<file path="src/rtl/seq_detect_prog.sv">
// Programmable serial bit-pattern detector with overlap control.
// Define SEQ_DETECT_PROG_COUNT_EN to build the saturating match counter.
module seq_detect_prog #(
  parameter int               PAT_W   = 8,
  parameter int               LEN_W   = 4,
  parameter int               CNT_W   = 8,
  parameter logic [PAT_W-1:0] RST_PAT = 8'b0000_1011,
  parameter int               RST_LEN = 4
) (
  input  logic             clk,
  input  logic             reset,
  input  logic             pat_load,
  input  logic [PAT_W-1:0] pat_value,
  input  logic [LEN_W-1:0] pat_len,
  input  logic             overlap_en,
  input  logic             inp_valid,
  input  logic             inp_bit,
  input  logic             clr_count,
  output logic             seq_seen,
  output logic [CNT_W-1:0] match_count,
  output logic             count_sat
);

  logic [PAT_W-1:0] hist, pat, hist_nx, mask;
  logic [LEN_W-1:0] len, fill, fill_nx, load_len;
  logic             match;

  always_comb begin
    hist_nx = {hist[PAT_W-2:0], inp_bit};
    fill_nx = (fill == LEN_W'(PAT_W)) ? fill : fill + 1'b1;
    // Only the low len bits of the pattern take part in the compare.
    mask = '0;
    for (int i = 0; i < PAT_W; i++) mask[i] = (i < int'(len));
    match = inp_valid && !pat_load && (fill_nx >= len) &&
            ((hist_nx & mask) == (pat & mask));
    load_len = (pat_len == '0 || pat_len > LEN_W'(PAT_W)) ? LEN_W'(PAT_W) : pat_len;
  end

  always_ff @(posedge clk) begin
    if (reset) begin
      pat      <= RST_PAT;
      len      <= LEN_W'(RST_LEN);
      hist     <= '0;
      fill     <= '0;
      seq_seen <= 1'b0;
    end else if (pat_load) begin
      pat      <= pat_value;
      len      <= load_len;
      hist     <= '0;
      fill     <= '0;
      seq_seen <= 1'b0;
    end else if (inp_valid) begin
      hist     <= hist_nx;
      fill     <= (match && !overlap_en) ? '0 : fill_nx;
      seq_seen <= match;
    end else begin
      seq_seen <= 1'b0;
    end
  end

`ifdef SEQ_DETECT_PROG_COUNT_EN
  logic [CNT_W-1:0] cnt;

  always_ff @(posedge clk) begin
    if (reset)                  cnt <= '0;
    else if (clr_count)         cnt <= '0;
    else if (match && cnt != '1) cnt <= cnt + 1'b1;
  end

  assign match_count = cnt;
  assign count_sat   = &cnt;
`else
  logic unused_clr;
  assign unused_clr  = clr_count;
  assign match_count = '0;
  assign count_sat   = 1'b0;
`endif

endmodule
</file>
<file path="config.mk">
export PLATFORM = sky130hd
export DESIGN_NAME = seq_detect_prog
export DESIGN_NICKNAME = d
export VERILOG_FILES = /design/src/rtl/seq_detect_prog.sv
export SDC_FILE = /design/constraint.sdc
export NUM_CORES = 1
export LEC_CHECK = 0
export CORE_MARGIN = 1
export CORE_UTILIZATION = 54
export DETAILED_ROUTE_END_ITERATION = 8
export PLACE_DENSITY = 0.88
export SYNTH_ARGS = -nofsm -noshare
export SYNTH_HDL_FRONTEND = slang
export SYNTH_SLANG_ARGS = --single-unit
</file>
<file path="constraint.sdc">
create_clock -name clk -period 6.75 [get_ports clk]
set_clock_uncertainty 0.1 [all_clocks]
set_input_delay 1.0125 -clock clk [delete_from_list [all_inputs] [get_ports clk]]
set_output_delay 1.0125 -clock clk [all_outputs]
set_load 0.05 [all_outputs]
</file>
* After elaboration in Yosys (flattened, before gate mapping)
Cells that the tools add are included.
** Storage, ports and cells
- Bits in latches :: 0
- Bits of input ports :: 19
- RAM bits :: 0
- Flip-flop bits (word level) :: 24
- Memories :: 0
- Memory bits (read-only) :: 0
- Logic and storage cells :: 34
** Cells by class
- Multiplexer cells :: 3
- Divide/modulo/power cells :: 0
- Shifts and indexed selects :: 0
- Bitwise gates (word level) :: 3
- $mul :: 0
- Add/subtract/negate cells :: 1
- Reductions and logical operators :: 10
- Magnitude comparators :: 10
- Equal/unequal tests :: 2
** Operators by type and width (number)
- bitwise AND 8 bit :: 2
- less-than comparator 3 x 4 -> 1 bit (first input constant) :: 4
- 2-to-1 mux 4 bit :: 3
- == test 8 bit :: 1
- less-than comparator 1 x 4 -> 1 bit (first input constant) :: 2
- less-than comparator 2 x 4 -> 1 bit (first input constant) :: 2
- adder 4 x 1 -> 4 bit (second input constant) :: 1
- == test 4 bit (second input constant) :: 1
- greater-or-equal comparator 4 bit :: 1
- greater-than comparator 4 bit (second input constant) :: 1
- logical AND 1 bit :: 4
- logical NOT 4 bit :: 1
- OR reduction 3 bit :: 1
- logical NOT 1 bit :: 2
- OR reduction 2 bit :: 1
- logical OR 1 bit :: 1
- NOT 1 bit :: 1

* Depth between registers and ports, before layout
- Depth after elaboration :: 7
- Gate-level depth with buffers :: 10
- Mapped depth without buffers :: 10

* Worst setup path before layout
OpenSTA, ideal clock, no wires.
- Path type :: in2reg
- Start point :: input port pat_load
- End point :: register fill[3]
- Setup time :: 0.153 ns
- Stages :: 6
- Data required time :: 6.497 ns
- Buffers on the path :: 1
- Path slack :: 4.336 ns
- Arrival time :: 2.161 ns
- Path through :: clkbuf_1 inv_1 o211ai_1 a2111o_1 nor4_4 a311oi_1
** Between the ends
- Longest elaborated chain between the ends :: 6
- Elaborated cells between the ends (all ways) :: 7
** RTL lines
- from (decl) :: RTL line 12 : input logic pat_load,
- logical NOT 1 bit :: RTL line 34 : match = inp_valid && !pat_load && (fill_nx >= len) &&
- logical AND 1 bit (3 in a row) :: RTL line 34
- logical AND 1 bit :: RTL line 54 : fill <= (match && !overlap_en) ? '0 : fill_nx;
- 2-to-1 mux 4 bit :: RTL line 54
- to (signal assigned) :: RTL line 54
- to (decl) :: RTL line 25 : logic [LEN_W-1:0] len, fill, fill_nx, load_len;
Several ways; a longest one is shown, not always the timed one.
A chain may end at the register's enable or synchronous reset.

* Worst setup path after layout
Ends and elaborated chain as after synthesis.

==> run summary <==
================================================================================
Worst endpoint required time                                             6840 ps
Post-route cell area                                                    1550 um2
Post-synth EDFFs                                                               0
Transition time of the tightest slew-check pin                            717 ps
Clock latency on the worst-skew pair                                      330 ps
Clock tree from TritonCTS                                                  built
Max-capacitance violation count                                                0
Worst Hold Endpoint                                                 pat[4]$_SDFFE_PP0P_
Worst reg2reg path endpoint                                         fill[3]$_SDFFE_PP0P_
Final hold vios                                                                0
I/O pin total                                                                 29
ANT nets after route                                                           0
Total of flip-flops plus latches after synthesis                              24
Total area of multi-input combinational cells                            767 um2
RD Place Congestion                                                        0.741
FF/Latch Area                                                            480 um2
Path depth of the worst reg2reg path                                          10
Power density normalized to cell area                                 205 nW/um2
Routed length per instance                                               13.5 um
Share of cells above drive strength 1                                      6.02%
Number of instances in the synthesized netlist                               152
Classification of the worst setup path                              input port to flip-flop
CP startpoint kind                                                    input port
Peak VDD IR                                                             0.181 mV
Vias in the first global route                                              1003
DR DRC count                                                                   0
Count of unique library cells instantiated by Yosys                           37
Main area contributors after synthesis                              sky130_fd_sc_hd__dfxtp_1, sky130_fd_sc_hd__mux2i_1, sky130_fd_sc_hd__nor2_1
Clk pin slew, worst setup/hold paths                                      140 ps
Startpoint of the tightest hold check path                          pat[4]$_SDFFE_PP0P_
CTS max path bufs                                                              2
Area of the die                                                         2720 um2
Critical path fanouts, max                                                    18
Total negative slack                                                        0 ps
Detailed router's first-iteration violation count                             17
Via density per instance                                                    5.52
Total CTS buffers                                                              3
Unrepaired setup endpoints after global routing                               no
Average footprint of a synthesized cell                                 8.95 um2
TritonCTS Sinks                                                               24
Post-synthesis cell type with the largest combined area             sky130_fd_sc_hd__dfxtp_1
Worst flop-to-flop path startpoint                                  fill[0]$_SDFFE_PP0P_
Worst hold path type                                                flip-flop to flip-flop
Count of TritonRoute iterations in the first routing pass                      4
Run status                                                          complete, no violations
Number of instances resized during post-cts repair                             0
Pin count of the biggest net entering global routing                          19
Number of antenna cells inserted                                               0
Die X                                                                    52.2 um
Fraction of synthesized cell area taken by the top area cell type          35.3%
Final HPWL from detailed placement                                       1920 um
FF-to-FF setup slack                                                     4180 ps
Synthesized area                                                        1360 um2
Floorplan die height                                                     52.2 um
Initial antenna violation count                                                0
Post-CTS setup-driven buffer insertion count                                   0
Wire length of the first global-routing pass                             4300 um
Final Routed Wirelength                                                  2620 um
Via total after detailed routing                                            1071
Post-synthesis async set-or-reset flop share                                  0%
Static Leakage                                                          0.635 nW
Dpl cell area                                                           1500 um2
Total number of placement rows                                                17
Layout overhead on the synthesized area                                    14.2%
Total number of yosys warnings                                                 0
Worst max-slew margin expressed relative to the limit                      52.1%
Setup violations, final                                                        0
Final-stage net count                                                        192
Number of stages on the worst hold path                                        2
CTS Root Cell                                                       sky130_fd_sc_hd__clkbuf_4
Portion of the post-synthesis area used by sequential elements             35.3%
Starting utilization of the core area                                      59.2%
Max Slew Vio Count                                                             0
IO Port Bufs                                                                  18
CP endpoint kind                                                       flip-flop
Core area                                                               2300 um2
Quantity of hold-fixing buffers added after cts                                0
Filler Cell Count                                                            187
Post-route clock period utilization                                        45.3%
Fin Hold WS                                                               432 ps
Level count of the clock H-tree                                                1
Global-route total usage across every layer                                21.5%
Final critical-path required period                                      3060 ps
Arrival time of data at the critical path endpoint                       3150 ps
Overall power                                                           0.318 mW
Highest achievable clock rate                                            327 MHz
Top flip-flop cell by instance count after synthesis                sky130_fd_sc_hd__dfxtp_1
Utilization of the core after routing                                      67.6%
Final global-route overflow total                                              0
================================================================================
## worst max path at each step
stage                  start  cells past startpoint              endpoint
floorplan           pat_load                      6  fill[3]$_SDFFE_PP0P_
global placement    pat_load                      6  fill[3]$_SDFFE_PP0P_
detailed placement  pat_load                      6  fill[3]$_SDFFE_PP0P_
CTS                 pat_load                      6  fill[3]$_SDFFE_PP0P_
global route        pat_load                      6  fill[3]$_SDFFE_PP0P_
finish              pat_load                      6  fill[3]$_SDFFE_PP0P_
## flip-flops by register name, indices dropped and copies added (netlist names)
signal and count:
pat 8, hist 7, fill 4, len 4
seq_seen 1
## area by class of cell
class,instances,area share (%)
Clock buffer,3,1.45
Clock inverter,1,1.93
Inverter,10,2.42
Multi-Input combinational cell,110,49.4
Sequential cell,24,30.9
Tap cell,28,2.26
Timing Repair Buffer,18,11.6
## metrics by stage
step / setup slack, ps / std cells
after floorplan: 4340 / 160
after global placement: 3440 / 190
after detailed placement: 3370 / 190
after CTS: 3720 / 194
after global routing: 3620 / 194
final: 3690 / 194
## metal layers
layer,wire length (um),vias to the layer above,global-route usage [%]
li1,-,530,-
met1,1140,494,23.7
met2,1350,43,40.4
met3,92,4,2.61
met4,40,0,10.1
met5,0,-,0
## report_power, final
group	total, mW	internal, mW	leakage, nW	switching [mW]
clock	0.106	0.0601	0.0279	0.0463
combinational	0.0577	0.0253	0.411	0.0324
sequential	0.154	0.147	0.196	0.00651
total	0.318	0.232	0.635	0.0851
## cells in the mapped netlist, types with 2 or more instances
cell	count
sky130_fd_sc_hd__a211oi_1	2
sky130_fd_sc_hd__and3_1	2
sky130_fd_sc_hd__dfxtp_1	24
sky130_fd_sc_hd__mux2i_1	12
sky130_fd_sc_hd__clkbuf_1	4
sky130_fd_sc_hd__o22ai_1	5
sky130_fd_sc_hd__a31oi_1	2
sky130_fd_sc_hd__o21ai_0	2
sky130_fd_sc_hd__a211o_1	3
sky130_fd_sc_hd__nor2_1	21
sky130_fd_sc_hd__a21oi_1	5
sky130_fd_sc_hd__buf_4	10
sky130_fd_sc_hd__nand3_1	2
sky130_fd_sc_hd__nor3_1	3
sky130_fd_sc_hd__ha_1	6
sky130_fd_sc_hd__nor2b_1	4
sky130_fd_sc_hd__inv_1	10
sky130_fd_sc_hd__nand2_1	8
sky130_fd_sc_hd__xnor2_1	9
## worst max-delay path: stages
cell	delay, ps
sky130_fd_sc_hd__clkdlybuf4s50_1	780
sky130_fd_sc_hd__inv_1	300
sky130_fd_sc_hd__o211ai_1	150
sky130_fd_sc_hd__a2111o_1	370
sky130_fd_sc_hd__nor4_4	400
sky130_fd_sc_hd__a311oi_1	140
## layout by cell type, fill, tap and decap left out, types with 2 or more instances in the layout
master and count:
sky130_fd_sc_hd__xnor2_1 9, sky130_fd_sc_hd__o21ai_0 2, sky130_fd_sc_hd__mux2i_1 12, sky130_fd_sc_hd__o22ai_1 5, sky130_fd_sc_hd__clkdlybuf4s50_1 18, sky130_fd_sc_hd__nor2b_1 4
sky130_fd_sc_hd__a21oi_1 5, sky130_fd_sc_hd__inv_1 10, sky130_fd_sc_hd__a31oi_1 2, sky130_fd_sc_hd__nor3_1 3, sky130_fd_sc_hd__conb_1 9, sky130_fd_sc_hd__a211o_1 3
sky130_fd_sc_hd__nand3_1 2, sky130_fd_sc_hd__dfxtp_1 24, sky130_fd_sc_hd__a211oi_1 2, sky130_fd_sc_hd__ha_1 6, sky130_fd_sc_hd__nor2_1 21, sky130_fd_sc_hd__and3_1 2
sky130_fd_sc_hd__nand2_1 8, sky130_fd_sc_hd__clkbuf_4 3
## logic make-up after synthesis
family / count (synthesis) / share of synthesized area (%)
buffers and inverters: 26 / 10.5
and+or+nand+nor: 48 / 18.9
xor gates and xnor gates: 11 / 7.64
adders and majority gates: 6 / 5.52
AOI/OAI and AO/OA: 24 / 13.1
DFF: 24 / 35.3
other: 1 / 0.276
muxes: 12 / 8.83
Note: power is estimated with default switching activity, not from simulation.
==> RTL change 1: new RTL, same flow settings <==
Register the output `seq_seen` once more, with the module's reset; this adds one clock of latency there. The other outputs are not delayed to match.
--- a/src/rtl/seq_detect_prog.sv
+++ b/src/rtl/seq_detect_prog.sv
@@ -21,6 +21,8 @@
   output logic             count_sat
 );
 
+  logic seq_seen_s0;
+
   logic [PAT_W-1:0] hist, pat, hist_nx, mask;
   logic [LEN_W-1:0] len, fill, fill_nx, load_len;
   logic             match;
@@ -42,19 +44,19 @@
       len      <= LEN_W'(RST_LEN);
       hist     <= '0;
       fill     <= '0;
-      seq_seen <= 1'b0;
+      seq_seen_s0 <= 1'b0;
     end else if (pat_load) begin
       pat      <= pat_value;
       len      <= load_len;
       hist     <= '0;
       fill     <= '0;
-      seq_seen <= 1'b0;
+      seq_seen_s0 <= 1'b0;
     end else if (inp_valid) begin
       hist     <= hist_nx;
       fill     <= (match && !overlap_en) ? '0 : fill_nx;
-      seq_seen <= match;
+      seq_seen_s0 <= match;
     end else begin
-      seq_seen <= 1'b0;
+      seq_seen_s0 <= 1'b0;
     end
   end
 
@@ -76,4 +78,12 @@
   assign count_sat   = 1'b0;
 `endif
 
+  always_ff @(posedge clk) begin
+    if (reset) begin
+      seq_seen <= '0;
+    end else begin
+      seq_seen <= seq_seen_s0;
+    end
+  end
+
 endmodule
Behaviour: not the same (a bounded check fails within 4 cycles, from zero or initial values and one cycle with reset high).
==> RTL change 1 against the unedited design <==
- critical path depth is 5 higher
- synthesized cell count is 2.6% higher
- critical endpoint unchanged
- clock power is 36% lower
- sequential cell count is 1 higher
- routed wire length is 2.6% lower
- sequential power is 4% higher
- worst setup slack better by 0.35 ns
- register-to-register slack worse by 0.14 ns
- cell area is 1.7% lower
- largest cell class unchanged
- synthesized area is 0.37% lower
- cell count is 2.1% higher
- total power is 11% lower
- critical path type is now register to register
==> RTL change 1: results (changes against the unedited design) <==
The flow ran to the end, and the final reports show no timing, DRC or antenna violations. The remaining number of nets flagged by the antenna check after routing came out at 0 (unchanged). The largest registers in the layout are pat: 8 flops, hist: 7 flops. Number of levels the H-tree was split into: 1 (unchanged). Count of TritonRoute iterations in the first routing pass: 4 (unchanged). The tools report the number of global-route vias before repair as 1022 (+1.9%). Among all flip-flop cells after synthesis, the most frequent one is sky130_fd_sc_hd__dfxtp_1. The tools report the half-perimeter wire length after detailed placement as 1.86 mm (-2.9%).

The critical path ends at fill[3]$_SDFFE_PP0P_. Net total in the final layout: 196 (+2.1%). Total leakage power: 0.632 nW (-0.48%). The run gives 193 (+3.2%) as the final-layout fill cell count. Maximum fanout count along the critical path: 5 (-13). After clock tree synthesis, the clock-pin slew on the worst setup and hold paths is 0.13 ns. The number of DRC markers after the initial detailed-route iteration is 29 (+12), and the share of synthesized registers carrying an async set or reset is 0% (unchanged).

The setup path with the least slack is of type register to register. The setup slack of the most critical reg-to-reg path came out at 4.04 ns (-0.14 ns). Ranked by total cell area, the synthesized netlist is headed by sky130_fd_sc_hd__dfxtp_1 37%, sky130_fd_sc_hd__mux2i_1 8.9%, sky130_fd_sc_hd__nor2_1 5.8%, sky130_fd_sc_hd__ha_1 5.5%, sky130_fd_sc_hd__xnor2_1 5.2%. The startpoint identified for the worst hold timing path is seq_seen_s0$_SDFF_PP0_. The tools report the overall global routing resource usage as 22.0% (+0.50 points). The commonest cells after synthesis are 25 x sky130_fd_sc_hd__dfxtp_1, 21 x sky130_fd_sc_hd__nor2_1, 12 x sky130_fd_sc_hd__inv_1, 12 x sky130_fd_sc_hd__mux2i_1, 9 x sky130_fd_sc_hd__buf_4. The tools report the maximum number of pins on one net before global-route repair as 20 (+1). The transition time at the pin with the least slew margin is 0.729 ns (+0.0121 ns). The number of antenna violations at the first check in global routing is 0 (unchanged). The global placer's final weighted congestion is 0.733 (-1.1%). The final wirelength was 2.56 mm (-2.6%); the power per cell area was 185 mW/mm^2 (-9.8%). The run gives 0.33 ns (about the same) as the clock latency reported for the late side of the worst-skew pair. The count of buffers inserted at the top-level ports came out at 18 (unchanged). The arrival time of the worst setup path was 2.85 ns (-0.30 ns); the wire length of the first global-routing pass was 4.44 mm (+3.2%).

The sequential share of the synthesized area came out at 36.9% (+1.6 points). The register with the most flip-flops in the final layout is pat. The end point of the worst hold path was seq_seen$_SDFF_PP0_. Count of vias placed by the detailed router: 1080 (+0.84%).

Peak ir drop on the vdd network: 0.195 mV (+8.3%). The number of setup buffers added after CTS was 0 (unchanged). The number of cells on the worst reg-to-reg path is 11 (+1), and the fraction of layout cells with a size suffix above 1 is 4.71% (-1.3 points). The worst-case hold slack is 0.362 ns (-0.0703 ns), and the unique cell type count in the Yosys netlist is 35 (-5.4%). The number of gates resized after cts is 0 (unchanged), and the synthesis warning total is 0 (unchanged). The cell depth of the worst min-delay path is 1 (-1). The clock buffer count from CTS was 3 (unchanged).

The origin of the critical flop-to-flop path was fill[0]$_SDFFE_PP0P_.
[RTL change 1: layer usage]
layer,part of all wire [%],vias to the layer above,global-route usage (%),routed length (um)
met5,0,-,0,0
met4,0.63,0,2.70,16
met3,4.5,2,6.14,114
met2,51,39,40.6,1300
met1,44,499,25.5,1130
li1,-,540,-,-
[RTL change 1: area by class of cell]
type	instances	area, sq um	area share (%)
tap	28	35.0	2.30
multi-input combinational	111	736	48.2
inverter	12	45.0	2.95
clock buffer	3	22.5	1.48
sequential	25	500	32.8
clock inverter	1	7.51	0.492
timing repair buffer	18	180	11.8
[RTL change 1: critical path, cell delays in order (launching register included)]
cell,delay (ns)
sky130_fd_sc_hd__dfxtp_1,0.38
sky130_fd_sc_hd__inv_1,0.11
sky130_fd_sc_hd__ha_1,0.18
sky130_fd_sc_hd__nand3b_1,0.10
sky130_fd_sc_hd__xnor2_1,0.29
sky130_fd_sc_hd__inv_1,0.08
sky130_fd_sc_hd__ha_1,0.26
sky130_fd_sc_hd__nand2b_1,0.15
sky130_fd_sc_hd__a2111oi_2,0.41
sky130_fd_sc_hd__a21oi_1,0.10
sky130_fd_sc_hd__and3_4,0.22
sky130_fd_sc_hd__a311oi_1,0.25
[RTL change 1: power by group]
part	switching (mW)	internal, mW
clock network	0.0454	0.0227
registers	0.00667	0.153
logic	0.0304	0.0236
[RTL change 1: cells by family after synthesis]
kind of cell	synth area share [%]
compound gates	13.6
xor+xnor	7.11
fa+ha+maj	5.54
buf+inv	11.0
flops	36.9
mux	8.86
other cells	0.277
simple gates	16.7
[RTL change 1: stage by stage]
step	cells	worst slack [ns]	area [sq um]
2_1_floorplan	164	4.42	1390
3_3_place_gp	194	3.79	1500
3_5_place_dp	194	3.73	1500
4_1_cts	198	4.03	1530
5_1_grt	198	3.90	1530
6_report	198	4.04	1530
==> RTL change 2: new RTL, same flow settings <==
Made on the original files. Add a define of `SEQ_DETECT_PROG_COUNT_EN`.
--- a/src/rtl/seq_detect_prog.sv
+++ b/src/rtl/seq_detect_prog.sv
@@ -1,5 +1,7 @@
 // Programmable serial bit-pattern detector with overlap control.
 // Define SEQ_DETECT_PROG_COUNT_EN to build the saturating match counter.
+`define SEQ_DETECT_PROG_COUNT_EN
+
 module seq_detect_prog #(
   parameter int               PAT_W   = 8,
   parameter int               LEN_W   = 4,
Function: changed (Yosys sat finds a counterexample within 4 cycles, from zero or initial values and one cycle with reset high).
==> RTL change 2 against the unedited design <==
- synthesized area rose by 19%
- sequential cell count rose by 8
- utilization rose by 2.8 points
- largest power group unchanged
- cell area rose by 26%
- synthesized cell count rose by 15%
- routed wire length rose by 33%
- critical endpoint is now count_sat
- total power rose by 13%
- largest cell class unchanged
- highest routed layer unchanged
- worst setup slack got worse by 0.35 ns
==> RTL change 2: results (changes against the unedited design) <==
The sequential share of the synthesized area is 39.7% (+4.4 points), and the adder and majority gate portion of the synthesized area is 5.43% (-0.089 points). The run gives 213 (+14%) as the final-layout fill cell count. For the worst setup slack after placement, the log shows 3.10 ns (-0.275 ns). The run finished with clean final reports. The run gives 0.403 ns (-0.0292 ns) as the worst-case hold slack. The share of the synthesized netlist area taken by xor and xnor gates is 5.43% (-2.2 points), and the total routed wire length on the met1 layer is 1.48 mm (+30%).

For the number of levels the H-tree was split into, the log shows 2 (+1). The cell area reported after detailed placement was 0.00190 sq mm (+26%). The multiplexer share of the synthesized area came out at 7.45% (-1.4 points). For the wire length of the first global-routing pass, the log shows 5.69 mm (+32%).

The worst hold path begins at match_count[6]$_SDFFE_PP0P_. For the peak ir drop on the vdd network, the log shows 0.158 mV (-13%). The fraction of met1 tracks used by global routing was 25.7% (+2.0 points). The met3 layer wire length in the routed design is 174 um (+89%). The synthesized area divided by synthesized cell count came out at 9.22 sq um (+3.0%). The run gives 5 (+2) as the clock buffer count from CTS. Sorting the synthesized cells by area gives the leading types as sky130_fd_sc_hd__dfxtp_1 40%, sky130_fd_sc_hd__mux2i_1 7.4%, sky130_fd_sc_hd__ha_1 5.4%, sky130_fd_sc_hd__xnor2_1 5.4%, sky130_fd_sc_hd__nor2_1 4.2%. The number of DRC markers after the initial detailed-route iteration is 43 (+26), and the internal power is 0.268 mW (+15%). The total leakage power was 0.728 nW (+15%); the met2 wire length was 1.74 mm (+29%). The run gives 6.45% (+3.8 points) as the met3 track utilization from global routing. The run gives 44 (+19%) as the unique cell type count in the Yosys netlist.

For the global placer's final weighted congestion, the log shows 0.790 (+6.6%). The path with the worst hold slack has its endpoint at match_count[6]$_SDFFE_PP0P_. Tracing the worst setup path back leads to its startpoint at match_count[4]$_SDFFE_PP0P_. The setup slack of the most critical reg-to-reg path was 4.17 ns (about the same); the smallest setup slack after layout was 3.34 ns (-0.350 ns). The count of placed standard cells including taps is 225 (+18%). For the utilization of the core after routing, the log shows 70.4% (+2.8 points). By count the netlist is led by 32 x sky130_fd_sc_hd__dfxtp_1, 18 x sky130_fd_sc_hd__nor2_1, 12 x sky130_fd_sc_hd__mux2i_1. The routing usage on met2 is 38.8% (-1.6 points). Capture point of the critical path: count_sat.

In this run the critical register-to-register path is captured at fill[1]$_SDFFE_PP0P_. The clock transition time at the flip-flop clock pins of the worst setup and hold paths is 0.09 ns (-0.05 ns), and the transition time at the pin with the least slew margin is 0.611 ns (-0.105 ns). The number of cells on the worst reg-to-reg path came out at 11 (+1). The count of buffers inserted at the top-level ports is 28 (+10).

The detail-routed via count per cell works out to 6.12 (+11%). The fraction of layout cells with a size suffix above 1 was 6.44% (+0.41 points).
[RTL change 2: cell type report]
type | count | area share, %
clock inverter | 1 | 0.383
sequential | 32 | 32.7
timing repair buffer | 28 | 14.3
clock buffer | 7 | 2.81
multi-input combinational | 125 | 46.1
tap | 31 | 1.98
inverter | 9 | 1.73
[RTL change 2: critical path, stage by stage, from the launching register on]
cell and delay [ns]:
sky130_fd_sc_hd__dfxtp_1 0.43, sky130_fd_sc_hd__and4_1 0.24, sky130_fd_sc_hd__nand4_1 0.24, sky130_fd_sc_hd__inv_1 0.22
sky130_fd_sc_hd__clkdlybuf4s50_1 0.83
[RTL change 2: power by group through the flow]
stage               sequential (mW)  clock (mW)  combinational (mW)
detailed placement            0.204           0              0.0437
CTS                           0.199       0.118              0.0441
global route                  0.200       0.126              0.0486
global placement              0.203           0              0.0419
finish                        0.200       0.114              0.0445
floorplan                     0.202           0              0.0282
